<file path="config.mk">
export PLATFORM = sky130hd
export DESIGN_NAME = latch_q_monitor
export DESIGN_NICKNAME = d
export VERILOG_FILES = /design/src/rtl/latch_q_monitor.sv
export SDC_FILE = /design/constraint.sdc
export NUM_CORES = 1
export LEC_CHECK = 0
export CAP_MARGIN = 30
export CELL_PAD_IN_SITES_DETAIL_PLACEMENT = 1
export CELL_PAD_IN_SITES_GLOBAL_PLACEMENT = 2
export CORE_MARGIN = 10
export CORE_UTILIZATION = 40
export DETAILED_ROUTE_END_ITERATION = 12
export DONT_BUFFER_PORTS = 1
export GPL_TIMING_DRIVEN = 0
export PLACE_DENSITY = 0.89
export SLEW_MARGIN = 0
export SYNTH_ARGS = -nofsm -noshare
export SYNTH_HDL_FRONTEND = slang
export SYNTH_SLANG_ARGS = --single-unit
</file>
<file path="constraint.sdc">
create_clock -name clk -period 6.1 [get_ports clk]
set_clock_uncertainty 0.1 [all_clocks]
set_input_delay 0.915 -clock clk [delete_from_list [all_inputs] [get_ports clk]]
set_output_delay 0.915 -clock clk [all_outputs]
set_load 0.01 [all_outputs]
</file>
<file path="src/rtl/latch_q_monitor.sv">
// latch_q_monitor
//   Clocked observer for the set/reset D latch output pair (q, q_n).
//   Brings the asynchronous pair into the clk domain, filters glitches,
//   tracks the latch state (INIT/LOW/HIGH/BAD) and counts accepted q edges.
//
// Ports
//   clk        in   system clock, rising edge
//   reset      in   synchronous active-high reset
//   q, q_n     in   latch outputs, asynchronous to clk
//   clear      in   synchronous pulse, zeroes counters and sticky flags
//   q_state    out  1 only while the FSM is in HIGH
//   state      out  FSM state: INIT=00, LOW=01, HIGH=10, BAD=11
//   rise_pulse out  one-cycle pulse on accepted LOW->HIGH
//   fall_pulse out  one-cycle pulse on accepted HIGH->LOW
//   bad_pulse  out  one-cycle pulse on entry to BAD
//   invalid    out  sticky, set on any entry to BAD
//   rise_cnt   out  accepted rise count (modulo 2^CNT_W)
//   fall_cnt   out  accepted fall count (modulo 2^CNT_W)
//   cnt_ovf    out  sticky, set when either counter wraps
module latch_q_monitor #(
  parameter int SYNC_STAGES = 2,  // >= 2
  parameter int STABLE_CYC  = 2,  // >= 1
  parameter int CNT_W       = 8
) (
  input  logic             clk,
  input  logic             reset,
  input  logic             q,
  input  logic             q_n,
  input  logic             clear,
  output logic             q_state,
  output logic [1:0]       state,
  output logic             rise_pulse,
  output logic             fall_pulse,
  output logic             bad_pulse,
  output logic             invalid,
  output logic [CNT_W-1:0] rise_cnt,
  output logic [CNT_W-1:0] fall_cnt,
  output logic             cnt_ovf
);

  typedef enum logic [1:0] {
    ST_INIT = 2'b00,
    ST_LOW  = 2'b01,
    ST_HIGH = 2'b10,
    ST_BAD  = 2'b11
  } state_e;

  localparam int FCNT_W = $clog2(STABLE_CYC + 1);
  localparam logic [FCNT_W-1:0] STABLE_F = FCNT_W'(STABLE_CYC);

  // ---------------------------------------------------------------------------
  // Synchronizer. A parallel valid chain marks when the stages hold real
  // samples taken after reset, so the zeros flushed in by reset are never
  // mistaken for an illegal 00 pair.
  // ---------------------------------------------------------------------------
  logic [SYNC_STAGES-1:0] q_sync_q;
  logic [SYNC_STAGES-1:0] qn_sync_q;
  logic [SYNC_STAGES-1:0] vld_sync_q;
  logic [1:0]             s_pair;
  logic                   s_vld;

  always_ff @(posedge clk) begin
    if (reset) begin
      q_sync_q   <= '0;
      qn_sync_q  <= '0;
      vld_sync_q <= '0;
    end else begin
      q_sync_q   <= {q_sync_q[SYNC_STAGES-2:0], q};
      qn_sync_q  <= {qn_sync_q[SYNC_STAGES-2:0], q_n};
      vld_sync_q <= {vld_sync_q[SYNC_STAGES-2:0], 1'b1};
    end
  end

  assign s_pair = {q_sync_q[SYNC_STAGES-1], qn_sync_q[SYNC_STAGES-1]};
  assign s_vld  = vld_sync_q[SYNC_STAGES-1];

  // ---------------------------------------------------------------------------
  // Stability filter. fcnt_q is the length of the current run of identical
  // samples (0 = no candidate yet), saturating at STABLE_CYC. A pair is
  // accepted exactly once, on the sample that brings the run to STABLE_CYC.
  // ---------------------------------------------------------------------------
  logic [1:0]        cand_q, cand_d;
  logic [FCNT_W-1:0] fcnt_q, fcnt_d;
  logic              acc;
  logic              same;

  always_comb begin
    cand_d = cand_q;
    fcnt_d = fcnt_q;
    acc    = 1'b0;
    same   = (fcnt_q != '0) && (s_pair == cand_q);
    if (s_vld) begin
      cand_d = s_pair;
      if (!same) begin
        fcnt_d = FCNT_W'(1);
      end else if (fcnt_q != STABLE_F) begin
        fcnt_d = fcnt_q + FCNT_W'(1);
      end
      acc = (fcnt_d == STABLE_F) && !(same && (fcnt_q == STABLE_F));
    end
  end

  always_ff @(posedge clk) begin
    if (reset) begin
      cand_q <= '0;
      fcnt_q <= '0;
    end else begin
      cand_q <= cand_d;
      fcnt_q <= fcnt_d;
    end
  end

  // ---------------------------------------------------------------------------
  // State tracking FSM and event decode
  // ---------------------------------------------------------------------------
  state_e state_q, state_d;
  state_e target;
  logic   rise_q, rise_d;
  logic   fall_q, fall_d;
  logic   bad_q, bad_d;

  always_comb begin
    state_d = state_q;
    rise_d  = 1'b0;
    fall_d  = 1'b0;
    bad_d   = 1'b0;
    case (s_pair)
      2'b10:   target = ST_HIGH;
      2'b01:   target = ST_LOW;
      default: target = ST_BAD;
    endcase
    if (acc && (target != state_q)) begin
      state_d = target;
      // Leaving INIT or BAD is never an edge; only LOW<->HIGH counts.
      rise_d  = (state_q == ST_LOW)  && (target == ST_HIGH);
      fall_d  = (state_q == ST_HIGH) && (target == ST_LOW);
      bad_d   = (target == ST_BAD);
    end
  end

  // ---------------------------------------------------------------------------
  // Counters and sticky flags. clear is applied before the same-cycle event.
  // ---------------------------------------------------------------------------
  logic [CNT_W-1:0] rise_cnt_q, rise_cnt_d;
  logic [CNT_W-1:0] fall_cnt_q, fall_cnt_d;
  logic             invalid_q, invalid_d;
  logic             ovf_q, ovf_d;
  logic             rise_wrap, fall_wrap;

  always_comb begin
    rise_cnt_d = clear ? '0 : rise_cnt_q;
    fall_cnt_d = clear ? '0 : fall_cnt_q;
    invalid_d  = clear ? 1'b0 : invalid_q;
    ovf_d      = clear ? 1'b0 : ovf_q;
    rise_wrap  = rise_d && (rise_cnt_d == '1);
    fall_wrap  = fall_d && (fall_cnt_d == '1);
    if (rise_d) rise_cnt_d = rise_cnt_d + CNT_W'(1);
    if (fall_d) fall_cnt_d = fall_cnt_d + CNT_W'(1);
    invalid_d  = invalid_d | bad_d;
    ovf_d      = ovf_d | rise_wrap | fall_wrap;
  end

  always_ff @(posedge clk) begin
    if (reset) begin
      state_q    <= ST_INIT;
      rise_q     <= 1'b0;
      fall_q     <= 1'b0;
      bad_q      <= 1'b0;
      rise_cnt_q <= '0;
      fall_cnt_q <= '0;
      invalid_q  <= 1'b0;
      ovf_q      <= 1'b0;
    end else begin
      state_q    <= state_d;
      rise_q     <= rise_d;
      fall_q     <= fall_d;
      bad_q      <= bad_d;
      rise_cnt_q <= rise_cnt_d;
      fall_cnt_q <= fall_cnt_d;
      invalid_q  <= invalid_d;
      ovf_q      <= ovf_d;
    end
  end

  assign q_state    = (state_q == ST_HIGH);
  assign state      = state_q;
  assign rise_pulse = rise_q;
  assign fall_pulse = fall_q;
  assign bad_pulse  = bad_q;
  assign invalid    = invalid_q;
  assign rise_cnt   = rise_cnt_q;
  assign fall_cnt   = fall_cnt_q;
  assign cnt_ovf    = ovf_q;

endmodule

</file>
==> impl_metrics.env <==
export IMPL_final_design_area_no_fill_um2=1740
export IMPL_route_detailed_wl_per_inst_um=19.8
export IMPL_drcViolationCount=0
export IMPL_nNetsFinal=197
export IMPL_synth_edf_count=0
export IMPL_period_share_pct=44.9
export IMPL_first_global_vias=1444
export IMPL_final_hold_vios=0
export IMPL_route_detailed_vias_per_inst=5.88
export IMPL_total_global_route_track_usage_pct=13.5
export IMPL_yosysTopAreaCell="sky130_fd_sc_hd__dfxtp_1"
export IMPL_post_synth_inst_count=177
export IMPL_finish_cell_count_without_fillers=233
export IMPL_holdBufCountCts=0
export IMPL_fp_row_count=22
export IMPL_cp_required_ns=6.15
export IMPL_maxCapViolCount=0
export IMPL_place_ws_ns=3.42
export IMPL_worst_path_max_delay_cell="sky130_fd_sc_hd__o41ai_1"
export IMPL_worst_hold_slack_ns=0.354
export IMPL_routabilityCongestion=0.755
export IMPL_grtUsageMet2_pct=21.6
export IMPL_sequential_element_share_of_the_synthesized_area_pct=41.3
export IMPL_final_layout_size_suffix_gt1_share_pct=7.03
export IMPL_cp_num_buf_inv=2
export IMPL_yosys_cell_count_top_type="sky130_fd_sc_hd__dfxtp_1"
export IMPL_floorplan_core_area_um2=3770
export IMPL_grt_max_degree=12
export IMPL_syn_num_nets=190
export IMPL_global_route_wire_length_before_repair_mm=7.67
export IMPL_design_die_area_um2=6920
export IMPL_ctsLongestPathBuffers=2
export IMPL_hpwlAfterDp_mm=3.38
export IMPL_chipHeight_um=83.2
export IMPL_power_leakage_uw=0.000589
export IMPL_synth_area_per_cell_um2=9.03
export IMPL_grt_most_used_layer="met2"
export IMPL_crit_path_max_fanout=10
export IMPL_maxSlewHeadroom_pct=44.4
export IMPL_critPathCaptureType="register"
export IMPL_r2r_setup_slack_ns=3.36
export IMPL_grt_overflow_total=0
export IMPL_criticalPathCategory="reg -> reg"
export IMPL_power_share_clock_pct=40.6
export IMPL_finalMaxSlewViolations=0
export IMPL_tritoncts="built"
export IMPL_later_pin_clock_latency_in_the_skew_report_ns=0.29
export IMPL_htreeDepth=2
export IMPL_wl_mm=4.62
export IMPL_vdd_ir_drop_max_uv=132
export IMPL_synth_top_cells_by_area="sky130_fd_sc_hd__dfxtp_1 41%, sky130_fd_sc_hd__ha_1 6.3%, sky130_fd_sc_hd__nor2b_1 4.7%, sky130_fd_sc_hd__a21oi_1 4.1%, sky130_fd_sc_hd__or4_1 3.8%"
export IMPL_total_switching_power_uw=96.3
export IMPL_sw_frac_of_total_pct=24.1
export IMPL_async_flop_share_pct=0
export IMPL_post_route_min_period_ns=2.74
export IMPL_timing_setup_tns_ns=0
export IMPL_fmax_mhz=365
export IMPL_netlist_area_um2=1600
export IMPL_seq_power_share_pct=55.2
export IMPL_critical_path_max_stage_delay_ns=0.51
export IMPL_power_density_nw_per_um2=229
export IMPL_synth_seq_cells=33
export IMPL_place_detailed_instances=225
export IMPL_chipWidth_um=83.2
export IMPL_number_of_antenna_violations_at_the_first_check_in_global_routing=0
export IMPL_clock_slew_at_the_register_clock_pins_of_the_worst_setup_and_hold_paths_ns=0.07
export IMPL_p_comb_share_pct=4.2
export IMPL_yosysUniqueCellTypes=39
export IMPL_cts_root_buffer="sky130_fd_sc_hd__clkbuf_8"
export IMPL_internal_power_uw=303
export IMPL_grtUsageMet3_pct=5.66
export IMPL_cts_setup_buffers=0
export IMPL_groute_layer_met1_usage_pct=15.1
export IMPL_synth_top_area_share_pct=41.3
export IMPL_run_status="complete, no violations"
export IMPL_synthFlopType="sky130_fd_sc_hd__dfxtp_1"
export IMPL_setup_violations_final=0
export IMPL_drtPass1Iterations=4
export IMPL_numCtsBuffers=5
export IMPL_setup_slack_ns=3.36
export IMPL_starting_utilization_of_the_core_area_pct=42.4
export IMPL_num_io_pins=29
export IMPL_yosysWarnings=0
export IMPL_synthToLayoutAreaGrowth_pct=9.16
export IMPL_detail_route_antenna_nets=0
export IMPL_unrepaired_setup_endpoints_after_global_routing="no"
export IMPL_timing_hold_worst_class="reg -> reg"
export IMPL_critical_path_startpoint_type="register"
export IMPL_crit_path_cell_trace="inv_1 -> ha_1 -> or3b_1 -> or4_4 -> clkbuf_1 -> o41ai_1 -> a21oi_1"
export IMPL_vias=1369
export IMPL_critPathTopFamily="simple AND/OR/NAND/NOR gates"
export IMPL_synth_commonest_cells="33 x sky130_fd_sc_hd__dfxtp_1, 13 x sky130_fd_sc_hd__a21oi_1, 12 x sky130_fd_sc_hd__nor2b_1, 11 x sky130_fd_sc_hd__inv_1, 11 x sky130_fd_sc_hd__nand2_1"
export IMPL_antennaDiodeCount=0
export IMPL_drt_iter0_drc=51
export IMPL_worst_slew_pin_slew_ns=0.828
export IMPL_tritoncts_num_sinks=33
export IMPL_buffer_ports_inserted=0
export IMPL_instance_area_at_placement_um2=1660
export IMPL_cts_resized_gates=0
export IMPL_timing_critical_path_arrival_ns=2.79
placed cells by master, fill, tap and decap left out, types with 2 or more instances in the layout:
| cell | n |
|---|---|
| sky130_fd_sc_hd__nand4b_1 | 2 |
| sky130_fd_sc_hd__dfxtp_1 | 33 |
| sky130_fd_sc_hd__nand2b_1 | 3 |
| sky130_fd_sc_hd__or3_1 | 4 |
| sky130_fd_sc_hd__nor2_1 | 8 |
| sky130_fd_sc_hd__nor2b_1 | 12 |
| sky130_fd_sc_hd__clkinv_2 | 2 |
| sky130_fd_sc_hd__nand4_1 | 3 |
| sky130_fd_sc_hd__o21ai_0 | 2 |
| sky130_fd_sc_hd__nand3_1 | 8 |
| sky130_fd_sc_hd__xor2_1 | 4 |
| sky130_fd_sc_hd__mux2i_1 | 4 |
| sky130_fd_sc_hd__o31ai_1 | 6 |
| sky130_fd_sc_hd__and2_1 | 2 |
| sky130_fd_sc_hd__o41ai_1 | 4 |
| sky130_fd_sc_hd__nand2_1 | 11 |
| sky130_fd_sc_hd__a21oi_1 | 13 |
| sky130_fd_sc_hd__inv_1 | 11 |
| sky130_fd_sc_hd__nor4_1 | 3 |
| sky130_fd_sc_hd__o211ai_1 | 3 |
| sky130_fd_sc_hd__ha_1 | 8 |
| sky130_fd_sc_hd__or4_1 | 8 |
| sky130_fd_sc_hd__nor3_1 | 3 |
| sky130_fd_sc_hd__clkbuf_1 | 5 |
| sky130_fd_sc_hd__mux2_2 | 2 |
| sky130_fd_sc_hd__clkbuf_8 | 5 |
final cells by class:
cell class                 instances  area [um2]
fill                             445        2030
multi-input combinational        126         862
sequential                        33         661
clock buffer                       5        68.8
tap                               48        60.1
inverter                          11        41.3
buffer                             7        33.8
clock inverter                     3        17.5
kinds of logic (layout without fill, tap and decap cells):
| group | count (synthesis) | in the layout | share of synthesized area (%) |
|---|---|---|---|
| muxes | 6 | 6 | 3.92 |
| xor gates and xnor gates | 4 | 4 | 2.19 |
| and+or+nand+nor | 75 | 75 | 27.6 |
| DFF | 33 | 33 | 41.3 |
| AOI/OAI and AO/OA | 33 | 33 | 14.0 |
| adders and majority gates | 8 | 8 | 6.26 |
| buffers and inverters | 18 | 26 | 4.70 |
final timing paths:
path | start | to | cells past startpoint
max | fcnt_q[0]$_SDFFE_PP0P_ | fall_cnt[6]$_SDFF_PP0_ | 7
min | qn_sync_q[0]$_SDFF_PP0_ | qn_sync_q[1]$_SDFF_PP0_ | 1
min reg2reg | qn_sync_q[0]$_SDFF_PP0_ | qn_sync_q[1]$_SDFF_PP0_ | 1
max reg2reg | fcnt_q[0]$_SDFFE_PP0P_ | fall_cnt[6]$_SDFF_PP0_ | 7
power by group through the flow:
stage	clock network [uW]	registers, uW	logic (uW)
after global placement	0	225	15.4
after CTS	168	220	16.9
after global routing	180	221	18.6
after floorplan	0	225	11.9
final	162	220	16.6
after detailed placement	0	225	16.6
per-stage QoR:
stage | util [%] | total power [uW]
after floorplan | - | 236
after global placement | 44.0 | 240
after detailed placement | 44.0 | 242
after CTS | 46.3 | 405
after global routing | 46.3 | 419
final | 46.3 | 399
worst register-to-register path, delay by kind of cell, from the launching register on:
kind	cells	cell delay [ns]
adder cells (fa/ha/maj)	1	0.34
AND/OR/NAND/NOR	2	0.79
buffers and inverters	2	0.37
AO/OA/AOI/OAI	2	0.66
flip-flops	1	0.34
metal layers:
layer / wire length (um) / vias to the layer above / part of all wire (%)
li1: - / 660 / -
met1: 1960 / 672 / 42
met2: 2240 / 32 / 48
met3: 352 / 5 / 7.6
met4: 65 / 0 / 1.4
met5: 0 / - / 0
state kept, by name, summed over array words and instances (netlist names), 2 cells and up:
name	flops
cand_q	2
fall_cnt	8
fcnt_q	2
q_sync_q	2
qn_sync_q	2
rise_cnt	8
state	2
vld_sync_q	2
Power figures use the tool's default switching activity.
